### src/rtl/keystream_packer_pkg.sv
// rtl/keystream_packer_pkg.sv - shared defaults and FSM state type for the keystream packer
package clfsr_pkg;
    localparam int WORD_W_DEF     = 16;
    localparam int FIFO_DEPTH_DEF = 4;
    localparam int REP_LIMIT_DEF  = 32;
    localparam int LVL_W          = $clog2(FIFO_DEPTH_DEF) + 1;

    typedef enum logic [1:0] {
        IDLE    = 2'd0,
        COLLECT = 2'd1,
        HALT    = 2'd2
    } state_t;
endpackage

### src/rtl/keystream_packer_if.sv
// rtl/keystream_packer_if.sv - generator-side bit stream and consumer-side word handshake
interface keystream_packer_if #(
    parameter int WORD_W     = clfsr_pkg::WORD_W_DEF,
    parameter int FIFO_DEPTH = clfsr_pkg::FIFO_DEPTH_DEF
);
    localparam int LEVEL_W = $clog2(FIFO_DEPTH) + 1;

    logic                enable;
    logic                bit_in;
    logic                bit_valid;
    logic [WORD_W-1:0]   word_out;
    logic                word_valid;
    logic                word_ready;
    logic [LEVEL_W-1:0]  fifo_level;
    logic                overflow;
    logic                health_fail;

    modport master (
        input  enable, bit_in, bit_valid, word_ready,
        output word_out, word_valid, fifo_level, overflow, health_fail
    );

    modport slave (
        output enable, bit_in, bit_valid, word_ready,
        input  word_out, word_valid, fifo_level, overflow, health_fail
    );
endinterface

### src/rtl/keystream_packer_fifo.sv
// rtl/keystream_packer_fifo.sv - single-clock first-word-fall-through word FIFO
module ks_sync_fifo #(
    parameter int W     = 16,
    parameter int DEPTH = 4
) (
    input  logic                   clk,
    input  logic                   rst,
    input  logic                   push,
    input  logic [W-1:0]           push_data,
    input  logic                   pop,
    output logic [W-1:0]           pop_data,
    output logic                   full,
    output logic                   empty,
    output logic [$clog2(DEPTH):0] level
);
    localparam int PTR_W = $clog2(DEPTH);

    logic [W-1:0]     mem [DEPTH];
    logic [PTR_W-1:0] wr_ptr;
    logic [PTR_W-1:0] rd_ptr;
    logic             do_push;
    logic             do_pop;

    assign full    = (level == (PTR_W+1)'(DEPTH));
    assign empty   = (level == '0);
    assign do_pop  = pop & ~empty;
    // A full FIFO still accepts a push when the head leaves on the same edge.
    assign do_push = push & (~full | do_pop);

    always_ff @(posedge clk or posedge rst) begin
        if (rst) begin
            wr_ptr <= '0;
            rd_ptr <= '0;
            level  <= '0;
        end else begin
            if (do_push) wr_ptr <= wr_ptr + 1'b1;
            if (do_pop)  rd_ptr <= rd_ptr + 1'b1;
            if (do_push && !do_pop)      level <= level + 1'b1;
            else if (!do_push && do_pop) level <= level - 1'b1;
        end
    end

    always_ff @(posedge clk) begin
        if (do_push) mem[wr_ptr] <= push_data;
    end

    assign pop_data = empty ? '0 : mem[rd_ptr];
endmodule

### src/rtl/keystream_packer.sv
// rtl/keystream_packer.sv - packs the keystream bit stream into words; KEYSTREAM_HEALTH_TEST_EN adds the repetition test
module keystream_packer
    import clfsr_pkg::*;
#(
    parameter int WORD_W     = WORD_W_DEF,
    parameter int FIFO_DEPTH = FIFO_DEPTH_DEF,
    parameter int REP_LIMIT  = REP_LIMIT_DEF
) (
    input  logic                clk,
    input  logic                rst,
    keystream_packer_if.master  bus
);
    localparam int CNT_W = $clog2(WORD_W);

    state_t            state_q, state_d;
    logic [CNT_W-1:0]  bit_cnt;
    logic [WORD_W-2:0] shreg;
    logic [WORD_W-1:0] word_next;
    logic              sample, last_bit, trip, push, pop;
    logic              fifo_full, fifo_empty, overflow_q;

    assign sample    = (state_q == COLLECT) && bus.enable && bus.bit_valid;
    assign last_bit  = (bit_cnt == CNT_W'(WORD_W - 1));
    assign word_next = {shreg, bus.bit_in};
    assign push      = sample && last_bit && !trip;
    assign pop       = bus.word_valid && bus.word_ready;

`ifdef KEYSTREAM_HEALTH_TEST_EN
    localparam int RUN_W = $clog2(REP_LIMIT + 1);

    logic [RUN_W-1:0] run_cnt, run_next;
    logic             prev_bit, health_q;

    assign run_next = (run_cnt != '0 && bus.bit_in == prev_bit) ? run_cnt + 1'b1 : RUN_W'(1);
    // The bit that completes the run is the trip point; it is never pushed.
    assign trip     = sample && (run_next == RUN_W'(REP_LIMIT));

    always_ff @(posedge clk or posedge rst) begin
        if (rst) begin
            run_cnt  <= '0;
            prev_bit <= 1'b0;
            health_q <= 1'b0;
        end else begin
            if (sample) begin
                run_cnt  <= run_next;
                prev_bit <= bus.bit_in;
            end
            if (trip) health_q <= 1'b1;
        end
    end

    assign bus.health_fail = health_q;
`else
    assign trip            = 1'b0;
    assign bus.health_fail = 1'b0;
`endif

    always_ff @(posedge clk or posedge rst) begin
        if (rst) state_q <= IDLE;
        else     state_q <= state_d;
    end

    always_comb begin
        state_d = state_q;
        case (state_q)
            IDLE:    if (bus.enable)  state_d = COLLECT;
            COLLECT: if (!bus.enable) state_d = IDLE;
            HALT:    state_d = HALT;
            default: state_d = IDLE;
        endcase
        if (trip) state_d = HALT;
    end

    // Outside an enabled COLLECT cycle the partial word is abandoned.
    always_ff @(posedge clk or posedge rst) begin
        if (rst) begin
            bit_cnt <= '0;
            shreg   <= '0;
        end else if (state_q != COLLECT || !bus.enable) begin
            bit_cnt <= '0;
        end else if (sample) begin
            shreg   <= word_next[WORD_W-2:0];
            bit_cnt <= last_bit ? '0 : bit_cnt + 1'b1;
        end
    end

    always_ff @(posedge clk or posedge rst) begin
        if (rst)                           overflow_q <= 1'b0;
        else if (push && fifo_full && !pop) overflow_q <= 1'b1;
    end

    ks_sync_fifo #(
        .W     (WORD_W),
        .DEPTH (FIFO_DEPTH)
    ) u_fifo (
        .clk       (clk),
        .rst       (rst),
        .push      (push),
        .push_data (word_next),
        .pop       (pop),
        .pop_data  (bus.word_out),
        .full      (fifo_full),
        .empty     (fifo_empty),
        .level     (bus.fifo_level)
    );

    assign bus.word_valid = ~fifo_empty;
    assign bus.overflow   = overflow_q;
endmodule

### src/flat_wrapper.sv
// flat-port wrapper written by rule: the top's interface ports become plain ports
module keystream_packer_flat import clfsr_pkg::*;
#(
    parameter int WORD_W     = WORD_W_DEF,
    parameter int FIFO_DEPTH = FIFO_DEPTH_DEF,
    parameter int REP_LIMIT  = REP_LIMIT_DEF
)
  (clk, rst, bus_enable, bus_bit_in, bus_bit_valid, bus_word_ready, bus_word_out, bus_word_valid, bus_fifo_level, bus_overflow, bus_health_fail);
  keystream_packer_if #(.WORD_W(WORD_W), .FIFO_DEPTH(FIFO_DEPTH)) bus_i ();
  input  logic clk;
  input  logic rst;
  input wire logic [$bits(bus_i.enable)-1:0] bus_enable;
  input wire logic [$bits(bus_i.bit_in)-1:0] bus_bit_in;
  input wire logic [$bits(bus_i.bit_valid)-1:0] bus_bit_valid;
  input wire logic [$bits(bus_i.word_ready)-1:0] bus_word_ready;
  output wire logic [$bits(bus_i.word_out)-1:0] bus_word_out;
  output wire logic [$bits(bus_i.word_valid)-1:0] bus_word_valid;
  output wire logic [$bits(bus_i.fifo_level)-1:0] bus_fifo_level;
  output wire logic [$bits(bus_i.overflow)-1:0] bus_overflow;
  output wire logic [$bits(bus_i.health_fail)-1:0] bus_health_fail;
  assign bus_i.enable = bus_enable;
  assign bus_i.bit_in = bus_bit_in;
  assign bus_i.bit_valid = bus_bit_valid;
  assign bus_i.word_ready = bus_word_ready;
  assign bus_word_out = bus_i.word_out;
  assign bus_word_valid = bus_i.word_valid;
  assign bus_fifo_level = bus_i.fifo_level;
  assign bus_overflow = bus_i.overflow;
  assign bus_health_fail = bus_i.health_fail;
  keystream_packer #(.WORD_W(WORD_W), .FIFO_DEPTH(FIFO_DEPTH), .REP_LIMIT(REP_LIMIT)) u_core (.clk(clk), .rst(rst), .bus(bus_i));
endmodule
### config.mk
export PLATFORM = sky130hd
export DESIGN_NAME = keystream_packer_flat
export DESIGN_NICKNAME = d
export VERILOG_FILES = /design/src/rtl/keystream_packer_pkg.sv /design/src/rtl/keystream_packer_if.sv /design/src/rtl/keystream_packer_fifo.sv /design/src/rtl/keystream_packer.sv /design/src/flat_wrapper.sv
export SDC_FILE = /design/constraint.sdc
export NUM_CORES = 1
export LEC_CHECK = 0
export BUFFER_PORTS_ARGS = -buffer_cell sky130_fd_sc_hd__buf_2
export CORE_ASPECT_RATIO = 0.75
export CORE_UTILIZATION = 35
export CTS_CLUSTER_DIAMETER = 60
export CTS_CLUSTER_SIZE = 10
export DETAILED_ROUTE_END_ITERATION = 10
export MAX_ROUTING_LAYER = met4
export PLACE_DENSITY_LB_ADDON = 0.15
export SKIP_LAST_GASP = 1
export SLEW_MARGIN = 20
export SYNTH_ARGS = -nofsm -noshare
export SYNTH_HDL_FRONTEND = slang
export SYNTH_SLANG_ARGS = --single-unit
### constraint.sdc
create_clock -name clk -period 2.9 [get_ports clk]
set_clock_uncertainty 0.2 [all_clocks]
set_input_delay 0.145 -clock clk [delete_from_list [all_inputs] [get_ports clk]]
set_output_delay 0.145 -clock clk [all_outputs]
set_load 0.02 [all_outputs]
==> results of run 1 <==
==> cells by family (layout without fill, tap and decap cells) <==
kind of cell | Yosys count | in the layout | synth area share
AOI/OAI and AO/OA | 5 | 5 | 0.00727
xor gates and xnor gates | 7 | 7 | 0.0162
adders and majority gates | 7 | 7 | 0.0251
buffers and inverters | 13 | 60 | 0.0225
DFF | 93 | 93 | 0.699
muxes | 34 | 34 | 0.157
other | 1 | 1 | 0.000990
and+or+nand+nor | 40 | 40 | 0.0717
==> cells in the final DEF (no fill, tap or decap), types with 2 or more instances in the layout <==
cell type | netlist | routed
edfxtp_1 | 64 | 64
dfrtp_1 | 29 | 29
buf_2 | 4 | 26
and2_1 | 20 | 20
mux2_2 | 16 | 16
clkbuf_16 | 0 | 9
buf_4 | 2 | 9
mux4_2 | 8 | 8
mux4_1 | 8 | 8
ha_1 | 6 | 6
nand2_1 | 5 | 5
dlygate4sd3_1 | 0 | 5
nor2_1 | 4 | 4
xnor2_1 | 4 | 4
inv_1 | 4 | 4
xor2_1 | 3 | 3
a21oi_1 | 3 | 3
nand3_1 | 2 | 2
or3_1 | 2 | 2
nor2b_1 | 2 | 2
inv_6 | 0 | 2
bufinv_16 | 0 | 2
==> Yosys cell counts (all sizes together) <==
cell,n
edfxtp,64
dfrtp,29
and2,20
mux2,17
mux4,16
buf,8
ha,6
nand2,5
inv,4
nor2,4
xnor2,4
a21oi,3
xor2,3
nand3,2
nor2b,2
or3,2
a21o,1
clkbuf,1
conb,1
fa,1
mux2i,1
nand2b,1
nand3b,1
nand4b,1
nor3,1
nor4b,1
o21ai,1
==> what timing repair did <==
| item | in CTS | in global routing |
|---|---|---|
| hold endpoints to repair | 40 | 0 |
| gates resized for setup | 0 | 0 |
| hold buffers | 5 | 0 |
==> cell type report <==
type | count | area (um^2) | area share
clock buffer | 9 | 225 | 0.0505
clock inverter | 7 | 95.1 | 0.0213
inverter | 4 | 15.0 | 0.00337
multi-input combinational | 94 | 1050 | 0.237
sequential | 93 | 2650 | 0.594
tap | 136 | 170 | 0.0382
timing repair buffer | 40 | 248 | 0.0556
==> sequential cells by signal (all words and copies together), names as in the netlist <==
name / count
u_core.u_fifo.wr_ptr: 2
u_core.shreg: 15
u_core.u_fifo.rd_ptr: 2
u_core.u_fifo.level: 3
u_core.bit_cnt: 4
u_core.bus.overflow: 1
u_core.state_q: 2
u_core.u_fifo.mem: 64
==> critical path: stages, from the launching register on <==
cell and delay [ps]:
dfrtp_1 410, ha_1 210, nand3_1 180, nor3_4 300, ha_1 260, inv_1 60, fa_1 370, xor2_1 150
nor2_1 120, xor2_1 160
==> power groups by stage <==
stage / clock, mW / combinational, mW / sequential [mW]
2_1_floorplan: 0 / 0.0674 / 1.61
3_3_place_gp: 0 / 0.0798 / 1.64
3_5_place_dp: 0 / 0.0825 / 1.64
4_1_cts: 1.27 / 0.0885 / 1.61
5_1_grt: 1.31 / 0.0976 / 1.63
6_report: 1.23 / 0.0854 / 1.61
==> worst paths after layout <==
kind	slack, ps	cells after the start	to	startpoint
setup reg to reg	410	9	u_core.u_fifo.level[2]	u_core.bit_cnt[0]
hold reg to reg	260	1	u_core.state_q[0]	u_core.state_q[1]
min in group clk	260	1	u_core.state_q[0]	u_core.state_q[1]
setup / recovery	410	9	u_core.u_fifo.level[2]	u_core.bit_cnt[0]
max in group asynchronous	1980	4	u_core.bit_cnt[0]	rst
hold / removal	230	4	u_core.shreg[6]	rst
==> metal layers <==
metal | vias to the layer above | GRT usage | part of all wire
li1 | 841 | - | -
met1 | 876 | 0.158 | 0.49
met2 | 30 | 0.187 | 0.45
met3 | 11 | 0.0373 | 0.036
met4 | 0 | 0.0549 | 0.019
met5 | - | - | 0
==> impl_metrics.yaml, run 1 <==
clock_tree:
  cts_buffers: 9
  clk_latency_ps: 340
  clkTransAtPathRegs_ps: 60
  clk_path_buf_depth: 2
  post_cts_buffers: 0
  cts_tree: "done"
  htreeDepth: 3
  numClockSinks: 93
  cts_root_buffer: "clkbuf_16"
sta:
  fin_ws_ps: 415
  timing.final.max_slew_violations: 0
  hold_ws_ps: 227
  post-route-min-period_ps: 2490
  setup_violations: 0
  fmax_mhz: 402
  hold_viol: 0
  finalCritPeriodShare: 0.857
  rsz0062_at_grt: "false"
  timing.setup.tns_ps: 0
critical_path:
  cp.arrival_ps: 2540
  crit_path_end_kind: "flop"
  crit_fanout: 7
  worstPathRequired_ps: 2960
  start_kind: "flop"
  crit_type: "flop to flop"
power_and_ir_drop:
  power_leakage_nw: 1.76
  power.total_mw: 2.93
  clkPwrFrac: 0.421
  power_switching_mw: 0.589
  internal_power_mw: 2.34
  comb_power_share: 0.029
  pwr-share-seq: 0.550
  sw_frac_of_total: 0.201
  ir_worst_vdd_mv: 0.267
  power_density_mw_per_mm2: 658
global_routing:
  overflow: 0
  gr-usage-all-layers: 0.125
  grt_max_degree: 30
  grt_pass1_wl_um: 9720
  first_global_vias: 1778
  antenna_found_initial: 0
synthesis:
  yosysTopAreaCell: "edfxtp_1"
  yosysSeqAreaShare: 0.699
  syn-num-nets: 213
  synth_cell_types: 32
  yosys_warnings: 0
  synth.top_cells.by_area: "edfxtp_1 (51%), dfrtp_1 (19%), mux4_1 (5.6%)"
  ys_ff_latch: 93
  syn_area_mm2: 0.00379
  synth_top_area_frac: 0.507
  synth.avg_cell_area_um2: 18.9
  syn_inst: 200
placed_design:
  place_ws_ps: 420
  placed_cells: 362
  dpl.hpwl_um: 3670
  io_buffers: 26
  place_area_mm2: 0.00409
  globalplace.congestion: 0.680
detailed_routing:
  dr.pass1.iters: 4
  drcViolationCount: 0
  wirelength_um: 6050
  wl_per_cell_um: 15.8
  dr_total_vias: 1758
  drt_iter0_drc: 101
  drt-vias-per-instance: 4.59
  antenna_left: 0
floorplan:
  core-area_mm2: 0.0104
  dieArea_mm2: 0.0112
  chipHeight_um: 92.1
  rows: 32
  die_w_um: 122
  num_io_pins: 28
  start_util: 0.364
finish:
  area_growth_pct: 17.6
  fin_nets: 255
  design_area_mm2: 0.00446
  fin_util: 0.428
  layout-drive-gt1-share: 0.316
  nFillCells: 952
  diodes: 0
  instances_no_fill: 383
flow_run:
  cap_violations: 0
run_status:
  run_status: "completed"
min_path:
  hold_class: "primary input to async pin"
Power figures use the tool's default switching activity.
==> inputs of run 2 (changes only) <==
==> constraint.sdc (replaced) <==
create_clock -name clk -period 2.5 [get_ports clk]
set_clock_uncertainty 0.2 [all_clocks]
set_input_delay 0.125 -clock clk [delete_from_list [all_inputs] [get_ports clk]]
set_output_delay 0.125 -clock clk [all_outputs]
set_load 0.02 [all_outputs]
==> run 2 against run 1 <==
Compared with the run above:
- clock power rose by 11%
- critical endpoint unchanged
- global-route usage rose by 0.87 points
- combinational power rose by 21%
==> impl_metrics.yaml, run 2 (same netlist as run 1, synthesis figures left out) <==
finish:
  biggestRegsByFlops: "u_core.u_fifo.mem x64, u_core.shreg x15, u_core.bit_cnt x4"
  multiInputGateArea_mm2: 0.00105
  largest_register: "u_core.u_fifo.mem"
  ff_latch_area_mm2: 0.00265
  final_cell_mix: "edfxtp_1 (64), dfrtp_1 (29), buf_2 (26)"
  layout-drive-gt1-share: 0.325
  diodes: 0
  fin_nets: 257
  nFillCells: 943
  largest_register_ffs: 64
  area_growth_pct: 18.4
  layout_commonest_cell: "edfxtp_1"
critical_path:
  reg2reg_setup_slack_ps: 220
  cp.arrival_ps: 2340
  crit_path_end_kind: "flop"
  worstRegToRegCells: 8
  reg2reg_to: "u_core.u_fifo.level[2]"
  start_kind: "flop"
  r2r-start: "u_core.u_fifo.level[0]"
  crit_type: "flop to flop"
  worstPathRequired_ps: 2550
  crit_fanout: 5
detailed_routing:
  wl_per_cell_um: 16.3
  dr_total_vias: 1758
  wirelength_um: 6270
  antenna_left: 0
  drt-vias-per-instance: 4.57
  drt_iter0_drc: 175
  dr.pass1.iters: 4
  drcViolationCount: 0
floorplan:
  die_w_um: 122
  core-area_mm2: 0.0104
  num_io_pins: 28
  dieArea_mm2: 0.0112
  start_util: 0.364
  rows: 32
  chipHeight_um: 92.1
flow_run:
  cap_violations: 0
power_and_ir_drop:
  power_leakage_nw: 1.76
  power_density_mw_per_mm2: 743
  ir_worst_vdd_mv: 0.333
  power.total_mw: 3.33
clock_tree:
  clkTransAtPathRegs_ps: 60
  cts_tree: "done"
  cts_root_buffer: "clkbuf_16"
  cts_buffers: 9
  clk_path_buf_depth: 2
  numClockSinks: 93
  htreeDepth: 3
  clk_latency_ps: 330
placed_design:
  dpl.hpwl_um: 3790
  io_buffers: 26
  globalplace.congestion: 0.687
global_routing:
  overflow: 0
  grt_pass1_wl_um: 10500
  gr-usage-all-layers: 0.134
  grt_max_degree: 30
  antenna_found_initial: 0
  first_global_vias: 1886
sta:
  hold_viol: 0
  post-route-min-period_ps: 2280
  timing.setup.tns_ps: 0
  timing.final.max_slew_violations: 0
  setup_violations: 0
  finalCritPeriodShare: 0.914
  fmax_mhz: 438
  rsz0062_at_grt: "false"
min_path:
  hold_class: "primary input to async pin"
run_status:
  run_status: "completed"
==> run 2: how the worst max path moves through the flow <==
stage                           start                     end  slack, ps  depth (start not counted)
5_1_grt             u_core.bit_cnt[1]  u_core.u_fifo.level[2]         10                          9
4_1_cts             u_core.bit_cnt[0]  u_core.u_fifo.level[2]        180                          9
2_1_floorplan  u_core.u_fifo.level[0]  u_core.u_fifo.level[2]        100                          9
3_5_place_dp        u_core.bit_cnt[0]  u_core.u_fifo.level[2]        200                          9
6_report       u_core.u_fifo.level[0]  u_core.u_fifo.level[2]        220                          8
3_3_place_gp   u_core.u_fifo.level[0]  u_core.u_fifo.level[2]        260                          8
==> run 2: what timing repair did <==
| item | 4_1_cts | 5_1_grt |
|---|---|---|
| setup endpoints to repair | 0 | 1 |
| setup buffers | 0 | 1 |
| gates resized for setup | 0 | 0 |
| hold buffers | 5 | 0 |
| endpoints found under the hold margin | 41 | 0 |
==> run 2: critical path, cell delays in order, from the launching register on <==
cell     delay, ps
dfrtp_1        470
or3_1          390
nand2_1        120
ha_1           190
inv_1           60
fa_1           370
xor2_1         150
nor2_1         110
xor2_1         150
==> run 2: layout make-up <==
cell class,count,share of cell area
Sequential cell,93,0.591
Clock buffer,9,0.0502
Timing Repair Buffer,42,0.0642
Tap cell,136,0.0380
Inverter,4,0.00335
Clock inverter,7,0.0184
Multi-Input combinational cell,94,0.235
==> run 2: stage by stage <==
| stage | setup slack, ps | utilization | instances | instance area [um^2] | hold WS [ps] |
|---|---|---|---|---|---|
| after detailed placement | 205 | 0.396 | 363 | 4120 | 37.0 |
| after floorplan | 96.3 | - | 200 | 3790 | 3.11 |
| after CTS | 180 | 0.430 | 384 | 4480 | 218 |
| final | 215 | 0.431 | 385 | 4480 | 212 |
| after global placement | 255 | 0.396 | 363 | 4120 | 31.0 |
| after global routing | 11.6 | 0.431 | 385 | 4480 | 252 |
==> run 2: routing by layer <==
| metal | track usage | wire length (um) | vias to the layer above |
|---|---|---|---|
| met4 | 0.0457 | 70 | 0 |
| met3 | 0.0423 | 286 | 7 |
| met1 | 0.178 | 3060 | 869 |
| met5 | - | 0 | - |
| met2 | 0.194 | 2850 | 36 |
| li1 | - | - | 846 |
==> run 2: where the power goes <==
part | switching, mW | internal [mW]
registers | 0.0893 | 1.78
logic | 0.0406 | 0.0619
clock network | 0.574 | 0.788
==> inputs of run 3 (changes only) <==
--- a/config.mk
+++ b/config.mk
@@ -5,6 +5,7 @@
 export SDC_FILE = /design/constraint.sdc
 export NUM_CORES = 1
 export LEC_CHECK = 0
+export ABC_AREA = 1
 export BUFFER_PORTS_ARGS = -buffer_cell sky130_fd_sc_hd__buf_2
 export CORE_ASPECT_RATIO = 0.75
 export CORE_UTILIZATION = 35
==> run 3 against run 2 <==
Compared with the run above:
- combinational power grew to 14 times the previous value
- highest routed layer unchanged
- wire length grew 20%
- flip-flop and latch count is the same
- setup slack got worse by 17 ps
- non-clock buffer count unchanged
- clock-buffer cell count up 1
- sequential share of layout area fell by 0.37 points
- design area rose by 0.67%
==> impl_metrics.yaml, run 3 <==
power_and_ir_drop:
  power_leakage_nw: 1.84
  internal_power_mw: 3.32
  sw_frac_of_total: 0.342
  clkPwrFrac: 0.302
  power_switching_mw: 1.72
  pwr-share-seq: 0.407
  power_density_mw_per_mm2: 1120
  ir_worst_vdd_mv: 0.502
  comb_power_share: 0.292
synthesis:
  synth_common_cells: "nor2_1 (72), edfxtp_1 (64), nand2_1 (55)"
  synth.top_cells.by_area: "edfxtp_1 (50%), dfrtp_1 (19%), nor2_1 (7.1%)"
  synth_most_common_cell: "nor2_1"
  synth_xor_area_frac: 0.00915
  synth.avg_cell_area_um2: 11.3
  synth_cell_types: 27
  synth_edf_count: 64
  async_reset_ff_frac: 0.312
  ys_ff_latch: 93
  yosys_warnings: 0
  synth_adder_area_share: 0.0248
  syn-num-nets: 353
  syn_area_mm2: 0.00383
  synth_top_family_by_area: "simple AND/OR/NAND/NOR gates"
  synth.area.mux_share: 0.00294
  syn_inst: 340
  ys.flop_type: "edfxtp_1"
  synth-compound-area-share: 0.0738
  yosys.area_share.simple: 0.153
  yosysSeqAreaShare: 0.691
  yosysTopAreaCell: "edfxtp_1"
  synth_top_area_frac: 0.502
clock_tree:
  cts_root_buffer: "clkbuf_16"
  cts_buffers: 9
  cts_tree: "done"
  numClockSinks: 93
  clk_path_buf_depth: 2
  htreeDepth: 3
  clkTransAtPathRegs_ps: 60
  clk_latency_ps: 330
  post_cts_buffers: 0
global_routing:
  grt_max_degree: 35
  first_global_vias: 2369
  overflow: 0
  gr-usage-all-layers: 0.152
  grt_pass1_wl_um: 12400
  antenna_found_initial: 0
placed_design:
  dpl.hpwl_um: 4600
  place_area_mm2: 0.00412
  globalplace.congestion: 0.733
  io_buffers: 26
sta:
  fmax_mhz: 434
  rsz0062_at_grt: "false"
  worst_slew_pin_slew_ps: 544
  hold_viol: 0
  slew_headroom: 0.637
  post-route-min-period_ps: 2300
  finalCritPeriodShare: 0.921
  timing.final.max_slew_violations: 0
  hold_ws_ps: 216
  timing.setup.tns_ps: 0
  setup_violations: 0
critical_path:
  cp_common_cell: "inv_1"
  crit_type: "flop to flop"
  slowest_stage: "fa_1"
  path_cells: "ha_1 -> nand3_1 -> inv_1 -> nand3_2 -> inv_1 -> ha_1 -> inv_1 -> fa_1 -> or2_2 -> nand2_1 -> xor2_1"
  crit_path_end_kind: "flop"
  cpPeakStageDelay_ps: 380
  worstPathRequired_ps: 2560
  start_kind: "flop"
  cp.arrival_ps: 2360
  crit_fanout: 3
min_path:
  hold_class: "primary input to async pin"
detailed_routing:
  dr.pass1.iters: 4
  drt_iter0_drc: 177
  drcViolationCount: 0
  dr_total_vias: 2349
  drt-vias-per-instance: 4.52
  antenna_left: 0
  wl_per_cell_um: 14.5
  wirelength_um: 7530
finish:
  area_growth_pct: 17.8
  layout-drive-gt1-share: 0.161
  biggestRegsByFlops: "u_core.u_fifo.mem x64, u_core.shreg x15, u_core.bit_cnt x4"
  fin_nets: 392
  diodes: 0
  final_cell_mix: "nor2_1 (72), edfxtp_1 (64), nand2_1 (55)"
  ff_latch_area_mm2: 0.00265
  multiInputGateArea_mm2: 0.00101
  nFillCells: 990
  largest_register: "u_core.u_fifo.mem"
  largest_register_ffs: 64
  layout_commonest_cell: "nor2_1"
  design_area_mm2: 0.00451
  fin_util: 0.432
floorplan:
  dieArea_mm2: 0.0114
  start_util: 0.366
  rows: 32
  num_io_pins: 28
  core-area_mm2: 0.0105
  die_w_um: 123
  chipHeight_um: 92.6
run_status:
  run_status: "completed"
flow_run:
  cap_violations: 0
run 3: cell count changes in the layout (fill, tap and decap cells not counted), sizes merged, moves of 16 or more:
cell | previous run | this run
and2 | 20 | 0
nand2 | 5 | 55
o21ai | 1 | 37
mux4 | 16 | 0
nor2 | 4 | 73
mux2 | 17 | 1
run 3: power by group through the flow:
stage / clock network [mW] / logic (mW) / registers (mW)
after floorplan: 0 / 1.09 / 2.01
after global placement: 0 / 1.48 / 2.08
after detailed placement: 0 / 1.49 / 2.08
after CTS: 1.56 / 1.50 / 2.05
after global routing: 1.62 / 1.64 / 2.08
final: 1.52 / 1.47 / 2.05
run 3: final timing paths:
| check | start | end | slack, ps | cells past startpoint |
|---|---|---|---|---|
| hold reg to reg | u_core.bus.overflow | u_core.bus.overflow | 290 | 1 |
| setup / recovery | u_core.bit_cnt[0] | u_core.u_fifo.level[2] | 200 | 11 |
| max in group asynchronous | rst | u_core.u_fifo.rd_ptr[1] | 1570 | 4 |
| setup reg to reg | u_core.bit_cnt[0] | u_core.u_fifo.level[2] | 200 | 11 |
| hold / removal | rst | u_core.shreg[6] | 220 | 4 |
| min in group clk | u_core.bus.overflow | u_core.bus.overflow | 290 | 1 |
run 3: critical path, delay by kind of cell (launching register included):
| kind | cells | cell delay [ps] |
|---|---|---|
| buf+inv | 3 | 230 |
| flops | 1 | 370 |
| fa+ha+maj | 3 | 700 |
| simple gates | 4 | 580 |
| xor+xnor | 1 | 150 |
run 3: area by class of cell:
| class | count | area share |
|---|---|---|
| flip-flops and latches | 93 | 0.587 |
| multi-input cells | 212 | 0.224 |
| repair buffers | 42 | 0.0582 |
| clock buffers | 10 | 0.0507 |
| well taps | 136 | 0.0377 |
| clock inverters | 6 | 0.0247 |
| inverters | 21 | 0.0175 |
run 3: repair_timing:
action,CTS,global route
hold buffers,5,0
hold endpoints to repair,40,0
setup endpoints to repair,4,0
gates resized for setup,1,0
run 3: cell families after synthesis:
group / Yosys count
muxes: 1
adders and majority gates: 7
buffers and inverters: 35
AOI/OAI and AO/OA: 56
DFF: 93
other: 1
xor gates and xnor gates: 4
and+or+nand+nor: 143
run 3: layer usage:
layer,track usage,part of all wire,routed length [um],vias to the layer above
met1,0.199,0.50,3760,1100
li1,-,-,-,1212
met5,-,0,0,-
met3,0.0388,0.039,295,4
met2,0.236,0.46,3440,33
met4,0.0335,0.0057,43,0
run 3: metrics by stage:
stage / power [mW] / setup WS, ps / std cells
after detailed placement: 3.57 / 189 / 499
after global routing: 5.35 / 2.84 / 520
final: 5.04 / 198 / 520
after floorplan: 3.10 / 177 / 340
after CTS: 5.12 / 189 / 520
after global placement: 3.55 / 257 / 499
